==> src/rtl/moving_sum_decoder_if.sv <==
// -----------------------------------------------------------------------------
// moving_sum_decoder_if
//
// Purpose:
//   Groups the sample-link signals of moving_sum_decoder into one bundle.
//   The "master" side supplies window sums and the clear strobe and observes
//   the recovered samples. The "slave" side is the decoder.
//
// Signals:
//   clr        master -> slave  synchronous clear of all decoder state
//   sum_in     master -> slave  signed window sum from the averager (SUM_W)
//   sum_valid  master -> slave  sum_in valid this cycle, no backpressure
//   num        slave -> master  recovered signed sample (DATA_W)
//   num_valid  slave -> master  one-cycle pulse per accepted sum
//   err        slave -> master  range error indicator
//   busy_cnt   slave -> master  history write pointer, debug (LOG2_WIN)
// -----------------------------------------------------------------------------
interface moving_sum_decoder_if #(
    parameter int DATA_W   = 8,
    parameter int LOG2_WIN = 2,
    parameter int SUM_W    = DATA_W + LOG2_WIN
);
    logic                clr;
    logic [SUM_W-1:0]    sum_in;
    logic                sum_valid;
    logic [DATA_W-1:0]   num;
    logic                num_valid;
    logic                err;
    logic [LOG2_WIN-1:0] busy_cnt;

    modport master (
        output clr,
        output sum_in,
        output sum_valid,
        input  num,
        input  num_valid,
        input  err,
        input  busy_cnt
    );

    modport slave (
        input  clr,
        input  sum_in,
        input  sum_valid,
        output num,
        output num_valid,
        output err,
        output busy_cnt
    );
endinterface

==> src/rtl/moving_sum_decoder.sv <==
// -----------------------------------------------------------------------------
// moving_sum_decoder
//
// Purpose:
//   Inverse of the moving-average datapath. Takes the running window sum S[n]
//   and rebuilds the raw signed sample stream using
//       x[n] = S[n] - S[n-1] + x[n-WIN]
//   with a circular history of the last WIN recovered samples. Reset state is
//   an all-zero window, identical to the averager's, so no priming is needed.
//
// Build option:
//   MOVING_SUM_DEC_SAT_EN  defined   : out-of-range samples saturate, err
//                                      pulses for one cycle, decoding goes on.
//                          undefined : out-of-range sample moves the FSM to
//                                      FAULT, err is sticky until clr/rst.
//
// Ports:
//   clk     system clock, all state on the rising edge
//   rst     asynchronous reset, active high
//   sum_if  moving_sum_decoder_if.slave
//             clr, sum_in, sum_valid            (inputs)
//             num, num_valid, err, busy_cnt     (outputs, all registered)
// -----------------------------------------------------------------------------
module moving_sum_decoder #(
    parameter int DATA_W   = 8,
    parameter int LOG2_WIN = 2,
    parameter int SUM_W    = DATA_W + LOG2_WIN
) (
    input  logic                  clk,
    input  logic                  rst,
    moving_sum_decoder_if.slave   sum_if
);

    localparam int WIN = 2 ** LOG2_WIN;
    // Width of the reconstruction sum: difference (SUM_W+1) plus one more
    // bit for adding the oldest sample back in.
    localparam int X_W = SUM_W + 2;

    typedef enum logic {
        ST_RUN   = 1'b0,
        ST_FAULT = 1'b1
    } state_t;

    // -------------------------------------------------------------------------
    // State
    // -------------------------------------------------------------------------
    state_t              r_state;
    logic [SUM_W-1:0]    r_prev_sum;
    logic [DATA_W-1:0]   r_hist [WIN];
    logic [LOG2_WIN-1:0] r_ptr;
    logic [DATA_W-1:0]   r_num;
    logic                r_num_valid;
    logic                r_err;

    // -------------------------------------------------------------------------
    // Combinational datapath
    // -------------------------------------------------------------------------
    state_t              w_state_nxt;
    logic [SUM_W:0]      w_diff;
    logic [DATA_W-1:0]   w_hist_rd;
    logic [X_W-1:0]      w_x;
    logic                w_in_range;
    logic                w_accept;
    logic [DATA_W-1:0]   w_hist_wdata;
    logic [DATA_W-1:0]   w_num_nxt;
    logic                w_num_valid_nxt;
    logic                w_err_nxt;
`ifdef MOVING_SUM_DEC_SAT_EN
    logic [DATA_W-1:0]   w_sat;
`endif

    // Oldest sample in the window; the slot is overwritten on the same edge,
    // so the value read here is always the pre-write one.
    assign w_hist_rd = r_hist[r_ptr];

    // Sign-extend both operands by one bit so the difference cannot wrap.
    assign w_diff = {sum_if.sum_in[SUM_W-1], sum_if.sum_in}
                  - {r_prev_sum[SUM_W-1], r_prev_sum};

    assign w_x = {w_diff[SUM_W], w_diff}
               + {{(X_W-DATA_W){w_hist_rd[DATA_W-1]}}, w_hist_rd};

    // x fits DATA_W bits signed exactly when every bit from the DATA_W sign
    // position upward is a copy of the sign.
    assign w_in_range = (&w_x[X_W-1:DATA_W-1]) | ~(|w_x[X_W-1:DATA_W-1]);

`ifdef MOVING_SUM_DEC_SAT_EN
    assign w_sat = w_x[X_W-1] ? {1'b1, {(DATA_W-1){1'b0}}}
                              : {1'b0, {(DATA_W-1){1'b1}}};
`endif

    // -------------------------------------------------------------------------
    // FSM next state and registered-output next values
    // -------------------------------------------------------------------------
    always_comb begin
        w_state_nxt     = r_state;
        w_num_nxt       = r_num;
        w_num_valid_nxt = 1'b0;
        w_err_nxt       = 1'b0;
        w_accept        = 1'b0;
        w_hist_wdata    = w_x[DATA_W-1:0];

        case (r_state)
            ST_RUN: begin
                if (sum_if.sum_valid) begin
                    if (w_in_range) begin
                        w_num_nxt       = w_x[DATA_W-1:0];
                        w_num_valid_nxt = 1'b1;
                        w_accept        = 1'b1;
                    end else begin
`ifdef MOVING_SUM_DEC_SAT_EN
                        w_hist_wdata    = w_sat;
                        w_num_nxt       = w_sat;
                        w_num_valid_nxt = 1'b1;
                        w_accept        = 1'b1;
                        w_err_nxt       = 1'b1;
`else
                        w_state_nxt     = ST_FAULT;
                        w_err_nxt       = 1'b1;
`endif
                    end
                end
            end
            ST_FAULT: begin
                // Input is ignored; only clr or rst recovers.
                w_err_nxt = 1'b1;
            end
            default: begin
                w_state_nxt = ST_RUN;
            end
        endcase
    end

    // -------------------------------------------------------------------------
    // FSM state register
    // -------------------------------------------------------------------------
    always_ff @(posedge clk or posedge rst) begin
        if (rst) begin
            r_state <= ST_RUN;
        end else if (sum_if.clr) begin
            r_state <= ST_RUN;
        end else begin
            r_state <= w_state_nxt;
        end
    end

    // -------------------------------------------------------------------------
    // Datapath registers. clr has priority over a coincident sum, which is
    // simply dropped.
    // -------------------------------------------------------------------------
    always_ff @(posedge clk or posedge rst) begin
        if (rst) begin
            r_prev_sum  <= '0;
            r_ptr       <= '0;
            r_num       <= '0;
            r_num_valid <= 1'b0;
            r_err       <= 1'b0;
            for (int unsigned i = 0; i < WIN; i++) begin
                r_hist[i] <= '0;
            end
        end else if (sum_if.clr) begin
            r_prev_sum  <= '0;
            r_ptr       <= '0;
            r_num       <= '0;
            r_num_valid <= 1'b0;
            r_err       <= 1'b0;
            for (int unsigned i = 0; i < WIN; i++) begin
                r_hist[i] <= '0;
            end
        end else begin
            r_num       <= w_num_nxt;
            r_num_valid <= w_num_valid_nxt;
            r_err       <= w_err_nxt;
            if (w_accept) begin
                r_hist[r_ptr] <= w_hist_wdata;
                r_ptr         <= r_ptr + LOG2_WIN'(1);
                r_prev_sum    <= sum_if.sum_in;
            end
        end
    end

    // -------------------------------------------------------------------------
    // Outputs
    // -------------------------------------------------------------------------
    assign sum_if.num       = r_num;
    assign sum_if.num_valid = r_num_valid;
    assign sum_if.err       = r_err;
    assign sum_if.busy_cnt  = r_ptr;

endmodule

==> src/flat_wrapper.sv <==
// flat-port wrapper written by rule: the top's interface ports become plain ports
module moving_sum_decoder_flat 
#(
    parameter int DATA_W   = 8,
    parameter int LOG2_WIN = 2,
    parameter int SUM_W    = DATA_W + LOG2_WIN
)
  (clk, rst, sum_if_clr, sum_if_sum_in, sum_if_sum_valid, sum_if_num, sum_if_num_valid, sum_if_err, sum_if_busy_cnt);
  moving_sum_decoder_if #(.DATA_W(DATA_W), .LOG2_WIN(LOG2_WIN), .SUM_W(SUM_W)) sum_if_i ();
  input  logic clk;
  input  logic rst;
  input wire logic [$bits(sum_if_i.clr)-1:0] sum_if_clr;
  input wire logic [$bits(sum_if_i.sum_in)-1:0] sum_if_sum_in;
  input wire logic [$bits(sum_if_i.sum_valid)-1:0] sum_if_sum_valid;
  output wire logic [$bits(sum_if_i.num)-1:0] sum_if_num;
  output wire logic [$bits(sum_if_i.num_valid)-1:0] sum_if_num_valid;
  output wire logic [$bits(sum_if_i.err)-1:0] sum_if_err;
  output wire logic [$bits(sum_if_i.busy_cnt)-1:0] sum_if_busy_cnt;
  assign sum_if_i.clr = sum_if_clr;
  assign sum_if_i.sum_in = sum_if_sum_in;
  assign sum_if_i.sum_valid = sum_if_sum_valid;
  assign sum_if_num = sum_if_i.num;
  assign sum_if_num_valid = sum_if_i.num_valid;
  assign sum_if_err = sum_if_i.err;
  assign sum_if_busy_cnt = sum_if_i.busy_cnt;
  moving_sum_decoder #(.DATA_W(DATA_W), .LOG2_WIN(LOG2_WIN), .SUM_W(SUM_W)) u_core (.clk(clk), .rst(rst), .sum_if(sum_if_i));
endmodule
==> config.mk <==
export PLATFORM = sky130hd
export DESIGN_NAME = moving_sum_decoder_flat
export DESIGN_NICKNAME = d
export VERILOG_FILES = /design/src/rtl/moving_sum_decoder_if.sv /design/src/rtl/moving_sum_decoder.sv /design/src/flat_wrapper.sv
export SDC_FILE = /design/constraint.sdc
export NUM_CORES = 1
export LEC_CHECK = 0
export CAP_MARGIN = 15
export CORE_MARGIN = 5
export CORE_UTILIZATION = 50
export DETAILED_ROUTE_END_ITERATION = 7
export GPL_TIMING_DRIVEN = 0
export PLACE_DENSITY = 0.68
export SLEW_MARGIN = 20
export SYNTH_ARGS = -nofsm -noshare
export SYNTH_HDL_FRONTEND = slang
export SYNTH_SLANG_ARGS = --single-unit
export TNS_END_PERCENT = 20
==> constraint.sdc <==
create_clock -name clk -period 7.29 [get_ports clk]
set_clock_uncertainty 0.05 [all_clocks]
set_input_delay 2.187 -clock clk [delete_from_list [all_inputs] [get_ports clk]]
set_output_delay 2.187 -clock clk [all_outputs]
set_load 0.02 [all_outputs]
---- Word-level counts from Yosys, hierarchy flattened ----
Index checks and enable logic that the tools add are counted.
word-level totals
  output and inout port bits .............. 12
  word-level logic and storage cells ...... 53
  input port bits ......................... 14
  register bits ........................... 55
cells by class
  magnitude comparators ................... 2
  reductions and logical operators ........ 7
  multiplexer cells ....................... 26
  add/subtract/negate cells ............... 3
  bitwise gates (word level) .............. 4
  equality and inequality tests ........... 1
operators by type and width
  kind                   count
  $mux W32               2
  $mux W8                7
  $bwmux W32             1
  $mux W10               2
  $bmux W8 S2            1
  $demux W8 S2           1
  $add A11 B8 Y12        1
  $sub A10 B10 Y11       1
  $mux W1                9
  $reduce_bool A2 Y1     3
  $reduce_and A5 Y1      1
  $reduce_or A5 Y1       1
  $mux W2                2
  $ge A3 B3 Y1 const B   1
  $lt A3 B1 Y1 const B   1
  $not A2 Y3             1
  $reduce_and A3 Y1      1
  $add A2 B1 Y2 const B  1
  $ne A2 B2 Y1 const B   1
  $not A1 Y1             2
  $pmux W1 S2            1
  $logic_and A1 B1 Y1    1
  $or A1 B1 Y1           1

---- Depth between registers and ports, before layout ----
Gate-level depths: netlist of the first run.
  depth after elaboration ................. 13
  gate-level depth with buffers ........... 16
  mapped depth without buffers ............ 13

---- Worst setup path before layout of the first run ----
No wires, ideal clock.
  kind .................................... input to register
  start point ............................. input port sum_if_sum_in[1]
  end point ............................... register u_core.r_hist[0] in the netlist's numbering
  path slack .............................. 2,187 ps
  required time ........................... 7,161 ps
  stages .................................. 12
  path buffers ............................ 1
  data arrival time ....................... 4,973 ps
  setup time .............................. 79 ps
  path through ............................ inv_1 > fa_1 > inv_1 > fa_1 > a21oi_1 > o2111ai_1 > a221oi_2 > xor2_1 > and4_4 > buf_6 > o21ai_4 > mux2i_1
on the way
  longest elaborated chain between the ends .. 9
  elaborated cells on any way between the ends .. 10
  those cells by class .................... add/sub: 2; mux: 3; bitwise: 2; reduce/logical: 3
ends and longest elaborated chain
  what                                     RTL line                   RTL
  start, declared                          flat_wrapper.sv:13         input wire logic [$bits(sum_if_i.sum_in)-1:0] sum_if_sum_in;
  $sub A10 B10 Y11 (*)                     moving_sum_decoder.sv:78   - {r_prev_sum[SUM_W-1], r_prev_sum};
  $add A11 B8 Y12 (*)                      moving_sum_decoder.sv:81   + {{(X_W-DATA_W){w_hist_rd[DATA_W-1]}}, w_hist_rd};
  $reduce_or A5 Y1                         moving_sum_decoder.sv:85   assign w_in_range = (&w_x[X_W-1:DATA_W-1]) | ~(|w_x[X_W-1:DATA_W-1]);
  $not A1 Y1                               moving_sum_decoder.sv:85
  $or A1 B1 Y1 (*)                         moving_sum_decoder.sv:85
  $mux W1 (*)                              moving_sum_decoder.sv:106  if (w_in_range) begin
  $mux W1 (*)                              moving_sum_decoder.sv:105  if (sum_if.sum_valid) begin
  $mux W1 (*)                              moving_sum_decoder.sv:103  case (r_state)
  $reduce_bool A2 Y1 (no source line) (*)  n/a
  end signal, assigned by index            moving_sum_decoder.sv:175  r_hist[r_ptr] <= w_hist_wdata;
  end, declared                            moving_sum_decoder.sv:49   logic [DATA_W-1:0] r_hist [WIN];
Every way passes the cells marked *; elsewhere a longest branch is shown, timed or not.
A chain may end at the register's enable or synchronous reset.

---- Final worst setup path of the first run ----
  start point ............................. input port sum_if_sum_in[1]
  end point ............................... register u_core.r_ptr[0], in the netlist u_core.sum_if.busy_cnt[0]
on the way
  longest elaborated chain between the ends .. 9
  elaborated cells on any way between the ends .. 10
  those cells by class .................... add/sub: 2; mux: 3; bitwise: 2; reduce/logical: 3
ends and longest elaborated chain
  what                                     RTL line                   RTL
  $sub A10 B10 Y11 (*)                     moving_sum_decoder.sv:78
  $add A11 B8 Y12 (*)                      moving_sum_decoder.sv:81
  $reduce_or A5 Y1                         moving_sum_decoder.sv:85
  $not A1 Y1                               moving_sum_decoder.sv:85
  $or A1 B1 Y1 (*)                         moving_sum_decoder.sv:85
  $mux W1 (*)                              moving_sum_decoder.sv:106
  $mux W1 (*)                              moving_sum_decoder.sv:105
  $mux W1 (*)                              moving_sum_decoder.sv:103
  $reduce_bool A2 Y1 (no source line) (*)  n/a
  end signal, assigned                     moving_sum_decoder.sv:176  r_ptr <= r_ptr + LOG2_WIN'(1);
  end, declared                            moving_sum_decoder.sv:50   logic [LOG2_WIN-1:0] r_ptr;
Marks and branches as above.

==> impl_metrics.ini, run 1 <==
[sta]
layout_setup_ws_ps = 1531
fmaxAchievable_mhz = 173.6
tightest_slew_ps = 799.9
rsz0062_at_grt = false
period_needed_ps = 5759
setup_tns_ps = 0
setup_viol = 0
slew_headroom_pct = 46.68
hold_violations = 0
period_share_pct = 79.00
timing.final.max_slew_violations = 0

[clock_network]
cts_resized = 0
cts_tree = built
clk_pin_slew_ps = 100
cts_setup_buffers = 0
insertion_delay_ps = 310
root_buffer = clkbuf_8
clock-sinks = 54
clock_path_buffers = 2
cts_hold_buffers = 0
clock_tree.htree_level_count = 2
cts_buffers = 5

[floorplanning]
die_w_um = 96.40
io_pins = 26
start_util_pct = 51.46
coreArea_um2 = 7253
die_area_um2 = 9293
num_rows = 31
die_h_um = 96.40

[routing]
postRouteAntennaNets = 0
routedWlPerCell_um = 17.26
wl_met1_um = 4090
drt_iter0_drc = 95
drtPass1Iterations = 4
top_layer = met4
via_per_inst = 5.452
wl_met2_um = 4029
vias = 2666
drc = 0
wl_um = 8438
wl_met3_um = 191

[global_routing]
grt_pass1_vias = 2792
track_usage_pct = 19.95
antenna_found_initial = 0
grt_pass1_wl_um = 14160
grt_max_degree = 55
grt_overflow_total = 0

[setup_path]
reg2reg_depth = 15
crit_chain = clkdlybuf4s50_1 > inv_1 > fa_1 > inv_1 > fa_1 > a21oi_1 > o2111ai_1 > a221oi_2 > xor2_1 > nand4_1 > clkbuf_1 > nand3_1 > a21oi_1
crit_arrival_ps = 5880
cpMaxStageDelayCell = fa_1
critPathMaxStageDelay_ps = 520
worstSetupStartpointType = input pin
crit_type = input pin to flop
worst-path-stages = 13
critPathTopFamily = adder cells
cp_max_fo = 10
crit_buf_inv = 4
cp-end-kind = flop
cp.required_ps = 7410

[synthesis]
synth-seq-area-share_pct = 36.21
yosysWarnings = 0
synthArstFlopShare_pct = 100.0
synth_cell_type_count = 53
synth.cell_area_um2 = 3732
synth_area_per_cell_um2 = 10.45
synth_seq_cells = 54
syn_nets = 397
syn_inst = 357
synth_edf_count = 0
synthFlopType = dfrtp_1

[placement]
gp_congestion = 0.8683
placed_cell_area_um2 = 4109
portBuffers = 25
place_inst = 481
dp_slack_ps = 1216
hpwl_um = 6174

[cells_and_area]
layout_common_cells = dfrtp_1 (54), nand2b_1 (44), inv_1 (42)
area_growth_syn_to_layout_pct = 13.01
fillCellCount = 610
final_common_cell = dfrtp_1
stdcell_count = 489
post-route-util_pct = 58.15
drive_above_1_share_pct = 10.51
nets = 429
antenna-diode-count = 0
final_area_um2 = 4218

[worst_hold_path]
hold_depth = 2
hold_path.class = flop to flop

[run_status]
status = completed

[flow_run]
cap_violations = 0

[power]
p_leak_uw = 0.002012
powerDensity_nw_per_um2 = 237.9
ir_drop_mv = 0.1132
[cell usage after synthesis (2+ instances only)]
cell	number	area share (%)
xnor2_1	4	0.94
nor3b_1	2	0.40
mux2i_1	36	9.7
ha_1	16	5.4
nand2_1	4	0.40
nand3_1	18	2.4
clkbuf_1	11	1.1
nor2_1	9	0.91
nand2b_1	44	7.4
o2111ai_1	2	0.47
fa_1	10	5.4
dfrtp_1	54	36
nor4_1	2	0.34
o21ai_1	16	2.1
nor2b_1	4	0.67
and4_4	2	0.60
buf_2	2	0.27
a31oi_1	2	0.34
nor3_1	5	0.67
o21ai_4	4	1.7
o211ai_1	2	0.40
inv_1	43	4.3
mux4_2	8	4.8
xor2_1	4	0.94
a21oi_1	19	2.5
nand4_1	4	0.67
buf_6	4	1.2
[power by group]
part	internal [uW]	switching (uW)	leakage [uW]
clock network	101	101	0.0000579
logic	192	283	0.00120
registers	315	10.7	0.000752
total	609	395	0.00201
[path summary, 6_finish.rpt]
kind | from | endpoint | slack [ps]
max reg2reg | u_core.sum_if.busy_cnt[1]$_DFFE_PP0P_ | u_core.sum_if.busy_cnt[0]$_DFFE_PP0P_ | 2460
max | sum_if_sum_in[1] | u_core.sum_if.busy_cnt[0]$_DFFE_PP0P_ | 1530
min in group asynchronous | rst | u_core.r_prev_sum[4]$_DFFE_PP0P_ | 2270
min reg2reg | u_core.sum_if.num[0]$_DFFE_PP0P_ | u_core.sum_if.num[0]$_DFFE_PP0P_ | 490
min | u_core.sum_if.num[0]$_DFFE_PP0P_ | u_core.sum_if.num[0]$_DFFE_PP0P_ | 490
max in group asynchronous | rst | u_core.r_hist[13]$_DFFE_PP0P_ | 4440
[state kept, by name (all words and copies together), names as in the netlist]
name                     cells
u_core.sum_if.num            8
u_core.r_hist               32
u_core.sum_if.err            1
u_core.sum_if.busy_cnt       2
u_core.r_prev_sum           10
u_core.sum_if.num_valid      1
[area by class of cell]
class                   instances  area, um^2  share of cell area, %
clock buffers                   5       68.82                  1.632
well taps                      99       123.9                  2.937
inverters                      43       163.9                  3.886
multi-input cells             243        2123                  50.34
clock inverters                 3       40.04                 0.9493
flip-flops and latches         54        1351                  32.04
repair buffers                 25       250.2                  5.933
plain buffers                  17       96.34                  2.284
[worst reg2reg max path: stages (launching register included)]
cell	delay, ps
dfrtp_1	450
clkbuf_1	640
mux4_2	600
inv_1	80
ha_1	110
inv_1	40
ha_1	190
fa_1	440
a21oi_1	290
o2111ai_1	260
a221oi_2	370
xor2_1	270
nand4_1	300
clkbuf_1	350
nand3_1	160
a21oi_1	80
[per-layer routing]
layer  up-vias  global-route usage (%)
li1       1303                       -
met1      1317                   27.91
met2        37                   32.95
met3         9                   2.479
met4         0                   5.257
met5         -                       0
[logic make-up (layout without fill, tap and decap cells)]
logic type / count (synthesis) / after routing / share of synthesized area [%]
XOR/XNOR: 8 / 8 / 1.877
multiplexers: 44 / 44 / 14.48
AND/OR/NAND/NOR: 101 / 101 / 16.19
buffers and inverters: 60 / 93 / 6.906
adder cells (fa/ha/maj): 26 / 26 / 10.73
AO/OA/AOI/OAI: 64 / 64 / 13.61
flip-flops: 54 / 54 / 36.21
[metrics by stage]
| step | hold WS [ps] | total power (uW) |
|---|---|---|
| global placement | 456.1 | 797.3 |
| CTS | 482.0 | 1008 |
| finish | 493.6 | 1003 |
| floorplan | 463.7 | 689.6 |
| global route | 513.2 | 1074 |
| detailed placement | 459.1 | 803.2 |
(Power assumes the default switching activity.)
==> run 2: changes to the inputs <==
--- a/config.mk
+++ b/config.mk
@@ -10,7 +10,7 @@
 export CORE_UTILIZATION = 50
 export DETAILED_ROUTE_END_ITERATION = 7
 export GPL_TIMING_DRIVEN = 0
-export PLACE_DENSITY = 0.68
+export PLACE_DENSITY = 0.71
 export SLEW_MARGIN = 20
 export SYNTH_ARGS = -nofsm -noshare
 export SYNTH_HDL_FRONTEND = slang
==> constraint.sdc (replaced) <==
create_clock -name clk -period 5.1 [get_ports clk]
set_clock_uncertainty 0.05 [all_clocks]
set_input_delay 1.53 -clock clk [delete_from_list [all_inputs] [get_ports clk]]
set_output_delay 1.53 -clock clk [all_outputs]
set_load 0.02 [all_outputs]
==> run 2 against run 1 <==
Against the previous run:
- cell count up 1.2%
- flip-flop and latch count unchanged
- non-clock buffer count up 8
- largest power group unchanged
- sequential share of layout area down 0.71 points
- total power up 43%
- register-to-register slack worse by 2200 ps
==> impl_metrics.ini, run 2 (synthesized netlist as in run 1, its figures left out) <==
[run_status]
status = completed

[global_routing]
antenna_found_initial = 0
grt_pass1_wl_um = 13940
grt_overflow_total = 0
grt_pass1_vias = 2879
grt_max_degree = 55
track_usage_pct = 19.51

[floorplanning]
coreArea_um2 = 7253
io_pins = 26
die_area_um2 = 9293
die_h_um = 96.40
die_w_um = 96.40
start_util_pct = 51.46
num_rows = 31

[clock_network]
cts_hold_buffers = 0
clock_path_buffers = 2
cts_buffers = 5
insertion_delay_ps = 310
clock_tree.htree_level_count = 2
cts_tree = built
root_buffer = clkbuf_8
clock-sinks = 54
clk_pin_slew_ps = 90

[routing]
postRouteAntennaNets = 0
drtPass1Iterations = 4
routedWlPerCell_um = 17.06
drt_iter0_drc = 173
vias = 2773
via_per_inst = 5.602
wl_um = 8445
drc = 0

[cells_and_area]
drive_above_1_share_pct = 13.13
nets = 437
largest_reg_flops = 32
multi_input_area_um2 = 2141
seqCellArea_um2 = 1351
layout_common_cells = dfrtp_1 (54), nand2b_1 (44), inv_1 (42)
area_growth_syn_to_layout_pct = 15.55
antenna-diode-count = 0
final_area_um2 = 4313
post-route-util_pct = 59.46
fillCellCount = 634
final_common_cell = dfrtp_1
regMostFlops = u_core.r_hist

[sta]
hold_violations = 0
fmaxAchievable_mhz = 201.4
layout_setup_ws_ps = 133.6
whs_ps = 484.3
setup_viol = 0
timing.final.max_slew_violations = 0
tightest_slew_ps = 819.7
period_share_pct = 97.38
period_needed_ps = 4966
slew_headroom_pct = 45.35

[setup_path]
cp_max_fo = 10
reg2reg_from = u_core.sum_if.busy_cnt[1]$_DFFE_PP0P_
cp.required_ps = 5270
crit_type = input pin to flop
worstSetupStartpointType = input pin
crit_path_start = sum_if_sum_in[1]
crit_arrival_ps = 5140
cp-end-kind = flop

[power]
ir_drop_mv = 0.2249
p_leak_uw = 0.002063
powerDensity_nw_per_um2 = 332.6

[placement]
hpwl_um = 6198
gp_congestion = 0.8895
dp_slack_ps = -405.5
portBuffers = 25
placed_cell_area_um2 = 4109

[worst_hold_path]
hold_start = u_core.sum_if.num[0]$_DFFE_PP0P_
hold_path.class = flop to flop

[flow_run]
cap_violations = 0
==> run 2: changes by cell type in the layout (fill, tap and decap cells not counted), moves of 2 or more <==
cell,before,now
buf_12,0,3
clkbuf_2,0,2
clkbuf_1,11,9
clkinv_2,2,0
buf_4,0,5
==> run 2: area by class of cell <==
class	instances	area share (%)
Tap cell	99	2.872
Timing Repair Buffer	33	8.065
Buffer	17	2.379
Sequential cell	54	31.33
Inverter	43	3.800
Clock buffer	6	1.915
Multi-Input combinational cell	243	49.64
==> run 2: critical path: stages <==
cell and delay, ps:
clkdlybuf4s50_1 480, inv_1 60, fa_1 530, inv_1 70, fa_1 490, a21oi_2 240, o211ai_1 150, o41ai_2 320
buf_4 180, xnor2_1 190, and4_4 310, buf_8 170, o21ai_4 80, buf_12 150, mux2i_1 160
==> run 2: routing by layer <==
metal,vias up,wire [um],track usage (%)
li1,1312,-,-
met1,1380,3853,26.06
met2,63,4080,31.86
met3,18,312,3.098
met4,0,199,7.710
met5,-,0,0
==> run 2: worst paths after layout <==
kind / to / slack, ps / cells past startpoint
setup / recovery: u_core.r_hist[24]$_DFFE_PP0P_ / 130 / 15
hold / removal: u_core.sum_if.num[0]$_DFFE_PP0P_ / 480 / 2
setup reg to reg: u_core.r_hist[24]$_DFFE_PP0P_ / 290 / 15
hold reg to reg: u_core.sum_if.num[0]$_DFFE_PP0P_ / 480 / 2
max in group asynchronous: u_core.sum_if.num[0]$_DFFE_PP0P_ / 2910 / 2
min in group asynchronous: u_core.sum_if.num_valid$_DFF_PP0_ / 1620 / 2
==> run 2: timing repair <==
item / CTS / global route
hold endpoints to repair: 0 / 0
endpoints found under the setup margin: 32 / 35
pin swaps: 5 / 7
buffers inserted: 4 / 4
resized for setup: 3 / 3
==> run 2: report_power, final <==
part	leakage [uW]	switching, uW	internal [uW]
clock network	0.0000431	135	105
registers	0.000752	15.2	450
logic	0.00127	421	308
total	0.00206	571	863
==> run 2: through the flow <==
| step | std cells | total power [uW] | TNS (ps) |
|---|---|---|---|
| after floorplan | 357 | 985.8 | 0 |
| after global placement | 481 | 1135 | -10020 |
| after detailed placement | 481 | 1147 | -14670 |
| final | 495 | 1435 | 0 |
| after CTS | 491 | 1402 | 0 |
| after global routing | 495 | 1525 | -176.4 |
